## config.mk

```make
export PLATFORM = sky130hd
export DESIGN_NAME = bullet_engine
export DESIGN_NICKNAME = d
export VERILOG_FILES = /design/src/rtl/bullet_engine.sv
export SDC_FILE = /design/constraint.sdc
export NUM_CORES = 1
export LEC_CHECK = 0
export ABC_AREA = 1
export BUFFER_PORTS_ARGS = -buffer_cell sky130_fd_sc_hd__buf_2
export CORE_AREA = 2 2 132 134
export CTS_CLUSTER_DIAMETER = 50
export CTS_CLUSTER_SIZE = 24
export DETAILED_ROUTE_END_ITERATION = 10
export DIE_AREA = 0 0 134 136
export GPL_ROUTABILITY_DRIVEN = 1
export HOLD_SLACK_MARGIN = 0.06
export PLACE_DENSITY = 0.55
export SYNTH_ARGS = -nofsm -noshare
export SYNTH_HDL_FRONTEND = slang
export SYNTH_SLANG_ARGS = --single-unit
```

## constraint.sdc

```tcl
create_clock -name Clk -period 6.9 [get_ports Clk]
set_clock_uncertainty 0.2 [all_clocks]
set_input_delay 0.69 -clock Clk [delete_from_list [all_inputs] [get_ports Clk]]
set_output_delay 0.69 -clock Clk [all_outputs]
set_load 0.05 [all_outputs]
```

## src/rtl/bullet_engine.sv

```systemverilog
// bullet_engine: one projectile per player -- spawn at the tank, one move per video frame,
// tile-map lookup and hit resolution. Optional enemy-tank collision: define BULLET_TANK_HIT_EN.
module bullet_engine #(
  parameter int SPEED      = 4,
  parameter int MAP_W      = 20,
  parameter int MAP_H      = 15,
  parameter int TILE_SHIFT = 5,
  parameter int TANK_SIZE  = 32
) (
  input  logic       Clk,
  input  logic       Reset,
  input  logic       frame_vs,
  input  logic       fire,
  input  logic [9:0] TankX,
  input  logic [9:0] TankY,
  input  logic [1:0] TankDir,
  input  logic [9:0] EnemyX,
  input  logic [9:0] EnemyY,
  output logic [8:0] tile_addr,
  input  logic [2:0] tile_data,
  output logic       wr_valid,
  output logic [8:0] wr_addr,
  input  logic       wr_ready,
  output logic [9:0] BulletX,
  output logic [9:0] BulletY,
  output logic       BulletActive,
  output logic [1:0] base_hit,
  output logic       tank_hit
);

  typedef enum logic [2:0] {
    S_IDLE, S_ACTIVE, S_MOVE, S_LOOKUP, S_RESOLVE, S_WRITE
  } state_t;

  localparam logic signed [10:0] SPD      = 11'(SPEED);
  localparam logic [10:0]        MAP_COLS = 11'(MAP_W);
  localparam logic [10:0]        MAP_ROWS = 11'(MAP_H);
  localparam logic [10:0]        TANK_SZ  = 11'(TANK_SIZE);

  state_t     state, state_d;
  logic       vs_meta, vs_sync, vs_prev, frame_tick, fire_q;
  logic       fire_edge;
  logic [1:0] dir_q, dir_d;
  logic [9:0] nx_q, ny_q, nx_d, ny_d, bx_d, by_d;
  logic       act_d, wrv_d, th_d;
  logic [8:0] wra_d;
  logic [1:0] bh_d;

  assign fire_edge = fire & ~fire_q;

  // Tile index of the candidate position's centre (sprite is 4x4, centre = +2).
  logic [10:0] cen_x, cen_y, col, row, addr_full;
  assign cen_x     = {1'b0, nx_q} + 11'd2;
  assign cen_y     = {1'b0, ny_q} + 11'd2;
  assign col       = cen_x >> TILE_SHIFT;
  assign row       = cen_y >> TILE_SHIFT;
  assign addr_full = row * MAP_COLS + col;
  assign tile_addr = addr_full[8:0];

  logic [9:0] ctr_x, ctr_y, spawn_x, spawn_y;
  assign ctr_x = TankX + 10'd14;
  assign ctr_y = TankY + 10'd14;

  always_comb begin
    spawn_x = ctr_x;
    spawn_y = ctr_y;
    unique case (TankDir)
      2'd0: spawn_y = ctr_y - 10'd16;
      2'd1: spawn_x = ctr_x + 10'd16;
      2'd2: spawn_y = ctr_y + 10'd16;
      2'd3: spawn_x = ctr_x - 10'd16;
      default: ;
    endcase
  end

  // Candidate position in signed 11 bits so stepping past 0 shows up as negative.
  logic signed [10:0] mv_x, mv_y;
  logic               oob;
  always_comb begin
    mv_x = $signed({1'b0, BulletX});
    mv_y = $signed({1'b0, BulletY});
    unique case (dir_q)
      2'd0: mv_y = mv_y - SPD;
      2'd1: mv_x = mv_x + SPD;
      2'd2: mv_y = mv_y + SPD;
      2'd3: mv_x = mv_x - SPD;
      default: ;
    endcase
    oob = mv_x[10] || mv_y[10] || (mv_x > 11'sd639) || (mv_y > 11'sd479);
  end

  logic enemy_hit;
  logic unused_cfg;
`ifdef BULLET_TANK_HIT_EN
  assign enemy_hit = ({1'b0, nx_q} < ({1'b0, EnemyX} + TANK_SZ)) &&
                     (({1'b0, nx_q} + 11'd4) > {1'b0, EnemyX}) &&
                     ({1'b0, ny_q} < ({1'b0, EnemyY} + TANK_SZ)) &&
                     (({1'b0, ny_q} + 11'd4) > {1'b0, EnemyY});
  assign unused_cfg = ^{MAP_ROWS, addr_full[10:9]};
`else
  assign enemy_hit  = 1'b0;
  assign unused_cfg = ^{MAP_ROWS, TANK_SZ, EnemyX, EnemyY, addr_full[10:9]};
`endif

  // NOTE: every variable gets a default before the case so no path leaves it unassigned (no latches).
  always_comb begin
    state_d = state;
    dir_d   = dir_q;
    bx_d    = BulletX;
    by_d    = BulletY;
    act_d   = BulletActive;
    nx_d    = nx_q;
    ny_d    = ny_q;
    wrv_d   = wr_valid;
    wra_d   = wr_addr;
    bh_d    = 2'b00;
    th_d    = 1'b0;
    unique case (state)
      S_IDLE: if (fire_edge) begin
        bx_d    = spawn_x;
        by_d    = spawn_y;
        dir_d   = TankDir;
        act_d   = 1'b1;
        state_d = S_ACTIVE;
      end
      S_ACTIVE: if (frame_tick) state_d = S_MOVE;
      S_MOVE: begin
        if (oob) begin
          act_d   = 1'b0;
          state_d = S_IDLE;
        end else begin
          nx_d    = mv_x[9:0];
          ny_d    = mv_y[9:0];
          state_d = S_LOOKUP;
        end
      end
      S_LOOKUP: state_d = S_RESOLVE;
      S_RESOLVE: begin
        act_d   = 1'b0;
        state_d = S_IDLE;
        if (enemy_hit) begin
          th_d = 1'b1;
        end else begin
          case (tile_data)
            3'd0: begin
              bx_d    = nx_q;
              by_d    = ny_q;
              act_d   = 1'b1;
              state_d = S_ACTIVE;
            end
            3'd2: begin
              wrv_d   = 1'b1;
              wra_d   = tile_addr;
              act_d   = 1'b1;
              state_d = S_WRITE;
            end
            3'd3:    bh_d = 2'b01;
            3'd4:    bh_d = 2'b10;
            default: ;
          endcase
        end
      end
      S_WRITE: if (wr_ready) begin
        wrv_d   = 1'b0;
        act_d   = 1'b0;
        state_d = S_IDLE;
      end
      default: state_d = S_IDLE;
    endcase
  end

  // NOTE: sequential state uses non-blocking assignments so all flops update from pre-edge values.
  always_ff @(posedge Clk or posedge Reset) begin
    if (Reset) begin
      state        <= S_IDLE;
      vs_meta      <= 1'b0;
      vs_sync      <= 1'b0;
      vs_prev      <= 1'b0;
      frame_tick   <= 1'b0;
      fire_q       <= 1'b0;
      dir_q        <= 2'd0;
      nx_q         <= 10'd0;
      ny_q         <= 10'd0;
      BulletX      <= 10'd0;
      BulletY      <= 10'd0;
      BulletActive <= 1'b0;
      wr_valid     <= 1'b0;
      wr_addr      <= 9'd0;
      base_hit     <= 2'b00;
      tank_hit     <= 1'b0;
    end else begin
      state        <= state_d;
      vs_meta      <= frame_vs;
      vs_sync      <= vs_meta;
      vs_prev      <= vs_sync;
      frame_tick   <= vs_sync & ~vs_prev;
      fire_q       <= fire;
      dir_q        <= dir_d;
      nx_q         <= nx_d;
      ny_q         <= ny_d;
      BulletX      <= bx_d;
      BulletY      <= by_d;
      BulletActive <= act_d;
      wr_valid     <= wrv_d;
      wr_addr      <= wra_d;
      base_hit     <= bh_d;
      tank_hit     <= th_d;
    end
  end

endmodule

```

==> qor.yml, run 1 <==
run_status: "complete, no violations"
fin_crit_ns: 4.66
crit_path_end_kind: "output port"
relSlewSlack: 0.414
tightest_slew_ns: 0.871
synth_area_leader_cell: "dfrtp_1"
synth_top_cell_area_share: 0.319
tns_ns: 0
hold_viol: 0
die_w_um: 134
hold_path_class: "flip-flop to flip-flop"
max_freq_ghz: 0.215
critPathRequiredTime_ns: 6.01
die_height_um: 136
fin_area_sq_um: 5740
ys_warn_count: 0
antenna_found_initial: 0
synth.distinct_cells: 42
final_layout_size_suffix_gt1_frac: 0.150
initialDrtViolationCount: 362
hpwl_um: 9940
routedWlPerCell_um: 12.9
placed_area_sq_um: 5450
cts-buffers-inserted: 9
startpoint_type: "flip-flop"
drv_slew: 0
vias: 4576
clock-sinks: 63
synth_edf_count: 0
clk_pin_slew_worst_paths_ns: 0.06
grt_pass1_wl_um: 21000
rsz0062_at_grt: "false"
syn_area_per_cell_sq_um: 6.98
totalWireLength_um: 12900
finalNetCount: 853
final_common_cell: "nand2_1"
h-tree-depth: 3
cts_buffer_depth: 2
power.leakage_nw: 3.15
grt_usage: 0.145
antenna_cells: 0
synth_seq_cells: 63
syn_nets: 794
cts_tree: "done"
synth-main-ff-cell: "dfrtp_1"
hold_depth: 0
worstPathArrival_ns: 3.77
grt_max_degree: 64
critPathKind: "flip-flop to output port"
period_share: 0.676
gp_congestion: 0.807
ant_nets: 0
path_max_fanout: 4
area_growth_pct: 16.1
maxCapViolations: 0
powerDensity_nw_per_um2: 511
setup_viol: 0
std_cell_rows: 48
netlist_instances: 709
dieArea_sq_um: 18200
port_buffers: 71
clockRootBuffer: "clkbuf_16"
async_flop_share: 1.00
first_global_vias: 4164
gr-total-overflow: 0
irDropWorstVdd_mv: 0.231
ys_top_cells_by_area: "dfrtp_1 (32%), nand2_1 (17%), ha_1 (7.6%)"
cts_hold_buf: 0
clkLatencyLatePin_ns: 0.33
netlist_area_sq_um: 4950
first_pass_iters: 5
start_util: 0.293
most-common-layout-cells: "nand2_1 (220), inv_1 (93), buf_2 (71), dfrtp_1 (63), o21ai_0 (56)"
core_area_sq_um: 16900
via_per_inst: 4.59
drcViolationCount: 0
synth_seq_area_share: 0.319
reg2reg_depth: 20
cts_resized: 0
cts_setup_buffers: 0
io_pins: 93
-- power breakdown --
part / internal, mW / total (mW) / switching (mW) / leakage [nW]
Sequential: 0.511 / 0.664 / 0.154 / 0.805
Clock: 0.282 / 0.456 / 0.174 / 0.143
Combinational: 0.535 / 1.81 / 1.28 / 2.20
-- synthesized netlist by cell type (all sizes together), types with 4 or more instances --
library cell and instances:
nand3 45, a31oi 8, nand2 226, buf 17
nand4 12, fa 5, xnor2 11, nor2 41
a21oi 25, o211ai 7, inv 99, nand3b 4
xor2 21, o21ai 63, or2 4, dfrtp 63
ha 30, clkbuf 9
-- layer usage --
| metal | global-route usage | up-vias | routed length [um] |
|---|---|---|---|
| met5 | 0 | - | 0 |
| met4 | 0.0408 | 0 | 200 |
| met3 | 0.0231 | 14 | 507 |
| met2 | 0.234 | 86 | 5920 |
| met1 | 0.200 | 2083 | 6280 |
| li1 | - | 2393 | - |
-- flip-flops by register name, indices dropped and copies added (netlist names), 2 cells and up --
signal and flops:
BulletX 10, BulletY 10, base_hit 2, dir_q 2, nx_q 10, ny_q 10, state 3, wr_addr 9
-- through the flow --
| step | cells | power (mW) | utilization | setup WS [ns] | hold slack, ns |
|---|---|---|---|---|---|
| 3_3_place_gp | 982 | 2.49 | 0.323 | 2.66 | 0.133 |
| 3_5_place_dp | 982 | 2.49 | 0.323 | 2.64 | 0.146 |
| 6_report | 998 | 2.93 | 0.340 | 2.24 | 0.157 |
| 2_1_floorplan | 709 | 2.10 | - | 3.02 | 0.131 |
| 5_1_grt | 998 | 3.21 | 0.340 | 1.97 | 0.168 |
| 4_1_cts | 998 | 2.96 | 0.340 | 2.24 | 0.159 |
-- cell type report --
| cell class | instances | area [sq um] |
|---|---|---|
| repair buffers | 74 | 378 |
| inverters | 100 | 375 |
| flip-flops and latches | 63 | 1580 |
| fillers | 1837 | 11100 |
| clock buffers | 10 | 229 |
| clock inverters | 6 | 68.8 |
| multi-input cells | 520 | 2830 |
| well taps | 225 | 282 |
-- logic make-up after synthesis --
family                   after synthesis  share of synthesized area
AO/OA/AOI/OAI                        114                      0.131
XOR/XNOR                              32                     0.0567
adder cells (fa/ha/maj)               35                     0.0961
buffers and inverters                126                      0.108
flip-flops                            63                      0.319
other                                  1                   0.000758
AND/OR/NAND/NOR                      338                      0.289
-- final timing paths --
check / end / slack (ns) / startpoint
min in group asynchronous: wr_addr[6]$_DFFE_PP0P_ / 0.38 / Reset
worst max register to register: nx_q[0]$_DFFE_PP0P_ / 2.98 / dir_q[1]$_DFFE_PP0P_
worst min-delay path: vs_sync$_DFF_PP0_ / 0.16 / vs_meta$_DFF_PP0_
max in group asynchronous: BulletY[5]$_DFFE_PP0P_ / 5.55 / Reset
worst min register to register: vs_sync$_DFF_PP0_ / 0.16 / vs_meta$_DFF_PP0_
worst max-delay path: tile_addr[8] / 2.24 / ny_q[3]$_DFFE_PP0P_
-- critical path: stages, from the launching register on --
cell and delay [ns]:
dfrtp_1 0.38, nand4_1 0.20, nor2_1 0.20, nand2_1 0.11, nor2_1 0.17, nand2_1 0.13, nand2_1 0.09, inv_1 0.06
ha_1 0.29, ha_1 0.29, ha_1 0.34, nand2_1 0.06, o21ai_0 0.28, nand3_1 0.14, xor2_1 0.19, xor2_1 0.18
inv_1 0.07, buf_2 0.25
Power figures use the tool's default switching activity.
==> run 2: changes to the inputs <==
--- a/config.mk
+++ b/config.mk
@@ -14,7 +14,7 @@
 export DIE_AREA = 0 0 134 136
 export GPL_ROUTABILITY_DRIVEN = 1
 export HOLD_SLACK_MARGIN = 0.06
-export PLACE_DENSITY = 0.55
+export PLACE_DENSITY = 0.57
 export SYNTH_ARGS = -nofsm -noshare
 export SYNTH_HDL_FRONTEND = slang
 export SYNTH_SLANG_ARGS = --single-unit
==> constraint.sdc (replaced) <==
create_clock -name Clk -period 3.85 [get_ports Clk]
set_clock_uncertainty 0.2 [all_clocks]
set_input_delay 0.385 -clock Clk [delete_from_list [all_inputs] [get_ports Clk]]
set_output_delay 0.385 -clock Clk [all_outputs]
set_load 0.05 [all_outputs]
==> run 2 against run 1 <==
  * Hold slack worse by 0.015 ns
  * Cell count up 2.5%
  * Wire length up 3.7%
  * Critical path depth down 1
  * Critical endpoint unchanged
  * Highest routed layer unchanged
==> qor.yml, run 2 (synthesis results as in run 1) <==
total_power_mw: 5.46  # was 2.93 mW
final_common_cell: "nand2_1"  # unchanged
final_layout_size_suffix_gt1_frac: 0.197  # was 0.150
critical_path.top_delay_family: "adder cells"  # was simple AND/OR/NAND/NOR gates
antenna_cells: 0  # unchanged
gp_congestion: 0.881  # was 0.807
initialDrtViolationCount: 318  # was 362
period_share: 0.980
rr_endpoint: "nx_q[9]$_DFFE_PP0P_"  # was nx_q[0]$_DFFE_PP0P_
hold_path_class: "input port to flip-flop"  # was flip-flop to flip-flop
antenna_found_initial: 0  # unchanged
clkLatencyLatePin_ns: 0.33  # about the same
grt_usage: 0.150  # was 0.145
routedWlPerCell_um: 13.1  # was 12.9 um
totalWireLength_um: 13400  # was 12900 um
hpwl_um: 10300  # was 9940 um
max_freq_ghz: 0.265
regArea_sq_um: 1580  # unchanged
tightest_slew_ns: 0.552  # was 0.871 ns
port_buffers: 71  # unchanged
std_cell_rows: 48  # unchanged
io_pins: 93  # unchanged
tns_ns: 0  # unchanged
first_global_vias: 4441  # was 4164
maxCapViolations: 0  # unchanged
crit_slowest_cell: "fa_2"  # was dfrtp_1
run_status: "complete, no violations"  # unchanged
power.leakage_nw: 3.26  # was 3.15 nW
critPathRequiredTime_ns: 3.26  # was 6.01 ns
cts-buffers-inserted: 9  # unchanged
dp_cells: 992  # was 982
startpoint_type: "flip-flop"  # unchanged
crit_path_end_kind: "output port"  # unchanged
endpoint: "tile_addr[8]"  # unchanged
drcViolationCount: 0  # unchanged
path_cells: "nand4_1 -> nor2_2 -> nand2_2 -> nor2_4 -> nand2_2 -> xor2_1 -> inv_1 -> ha_4 -> inv_2 -> fa_2 -> inv_2 -> nand3_2 -> xor2_1 -> xor2_1 -> inv_1 -> buf_6"  # was nand4_1 -> nor2_1 -> nand2_1 -> nor2_1 -> nand2_1 -> nand2_1 -> inv_1 -> ha_1 -> ha_1 -> ha_1 -> nand2_1 -> o21ai_0 -> nand3_1 -> xor2_1 -> xor2_1 -> inv_1 -> buf_2
critPathMostFrequentCell: "xor2_1"  # was nand2_1
gr-total-overflow: 0  # unchanged
path_max_fanout: 3  # was 4
finalNetCount: 878  # was 853
clockRootBuffer: "clkbuf_16"  # unchanged
ant_nets: 0  # unchanged
worst-path-buf-inv: 5  # was 3
layout.cells.non_filler: 1023  # was 998
multi_input_area_sq_um: 2950  # was 2830 sq um
most-common-layout-cells: "nand2_1 (217), inv_1 (88), buf_2 (68), dfrtp_1 (63), o21ai_0 (55)"  # was nand2_1 (220), inv_1 (93), buf_2 (71), dfrtp_1 (63), o21ai_0 (56)
irDropWorstVdd_mv: 0.525  # was 0.231 mV
clock-sinks: 63  # unchanged
dieArea_sq_um: 18200  # unchanged
die_height_um: 136  # unchanged
reg2reg_slack_ns: 0.70  # was 2.98 ns
r2r_start: "dir_q[1]$_DFFE_PP0P_"  # unchanged
reg2reg_depth: 17  # was 20
core_area_sq_um: 16900  # unchanged
fillers: 1810  # was 1837
h-tree-depth: 3  # unchanged
critPathKind: "flip-flop to output port"  # unchanged
fin_ws_ns: 0.0764  # was 2.24 ns
worstPathArrival_ns: 3.19  # was 3.77 ns
area_growth_pct: 22.6  # was 16.1%
die_w_um: 134  # unchanged
fin_crit_ns: 3.77
via_per_inst: 4.58  # was 4.59
hold_viol: 0  # unchanged
powerDensity_nw_per_um2: 901  # was 511 nW/um^2
first_pass_iters: 5  # unchanged
grt_max_degree: 32  # was 64
vias: 4689  # was 4576
hp-start: "tile_data[1]"  # was vs_meta$_DFF_PP0_
slowest_delay_ns: 0.57  # was 0.38 ns
cp.depth: 16  # was 17
pre_cts_ws_ns: 0.0350  # was 2.64 ns
grt_pass1_wl_um: 22000  # was 21000 um
drv_slew: 0  # unchanged
relSlewSlack: 0.630  # was 0.414
startpoint: "ny_q[3]$_DFFE_PP0P_"  # unchanged
clk_pin_slew_worst_paths_ns: 0.05  # was 0.06 ns
cts_tree: "done"  # unchanged
start_util: 0.293  # unchanged
setup_viol: 0  # unchanged
rsz0062_at_grt: "true"  # was false
cts_buffer_depth: 2  # unchanged
==> run 2: changes by cell type in the layout (fill, tap and decap cells not counted), moves of 3 or more <==
cell / delta
dlygate4sd3_1: +5
buf_4: +20
nand2_2: +3
ha_1: -6
nand2_1: -3
buf_2: -3
inv_2: +5
inv_1: -5
ha_4: +5
==> run 2: area by class of cell <==
type / instances / share of cell area
clock inverters: 4 / 0.00743
inverters: 100 / 0.0619
multi-input cells: 520 / 0.486
well taps: 225 / 0.0464
flip-flops and latches: 63 / 0.260
clock buffers: 12 / 0.0406
repair buffers: 99 / 0.0978
==> run 2: worst min-delay path: stages <==
cell and delay [ns]:
buf_2 0.12, nand3_1 0.08, nor2_1 0.04
==> run 2: worst min path at each step <==
stage	end	slack, ns	cells after the start
2_1_floorplan	vs_sync$_DFF_PP0_	0.13	0
3_3_place_gp	nx_q[5]$_DFFE_PP0P_	0.08	2
3_5_place_dp	nx_q[5]$_DFFE_PP0P_	0.08	2
4_1_cts	base_hit[0]$_DFF_PP0_	0.13	3
5_1_grt	base_hit[0]$_DFF_PP0_	0.15	3
6_report	base_hit[0]$_DFF_PP0_	0.14	3
==> run 2: what timing repair did <==
item,CTS,global route
resized for setup,17,13
pin swaps,14,7
hold buffers,5,0
setup buffers,10,0
endpoints found under the setup margin,3,3
hold endpoints to repair,7,0
cloned,0,0
==> run 2: power by group <==
group	switching [mW]	leakage (nW)	total [mW]	internal (mW)
Clock	0.283	0.146	0.798	0.515
Combinational	2.41	2.31	3.50	1.09
Sequential	0.245	0.805	1.16	0.916
==> run 2: per-stage QoR <==
step | util | hold WS, ns | area (sq um)
final | 0.359 | 0.142 | 6060
after global routing | 0.359 | 0.147 | 6060
after floorplan | - | 0.131 | 4950
after global placement | 0.327 | 0.0805 | 5520
after detailed placement | 0.327 | 0.0796 | 5520
after CTS | 0.357 | 0.133 | 6020
==> run 2: metal layers <==
metal / track usage / vias up / share of wire
met2: 0.255 / 78 / 0.48
met1: 0.202 / 2152 / 0.47
li1: - / 2450 / -
met4: 0.0319 / 0 / 0.0078
met5: 0 / - / 0
met3: 0.0224 / 9 / 0.037
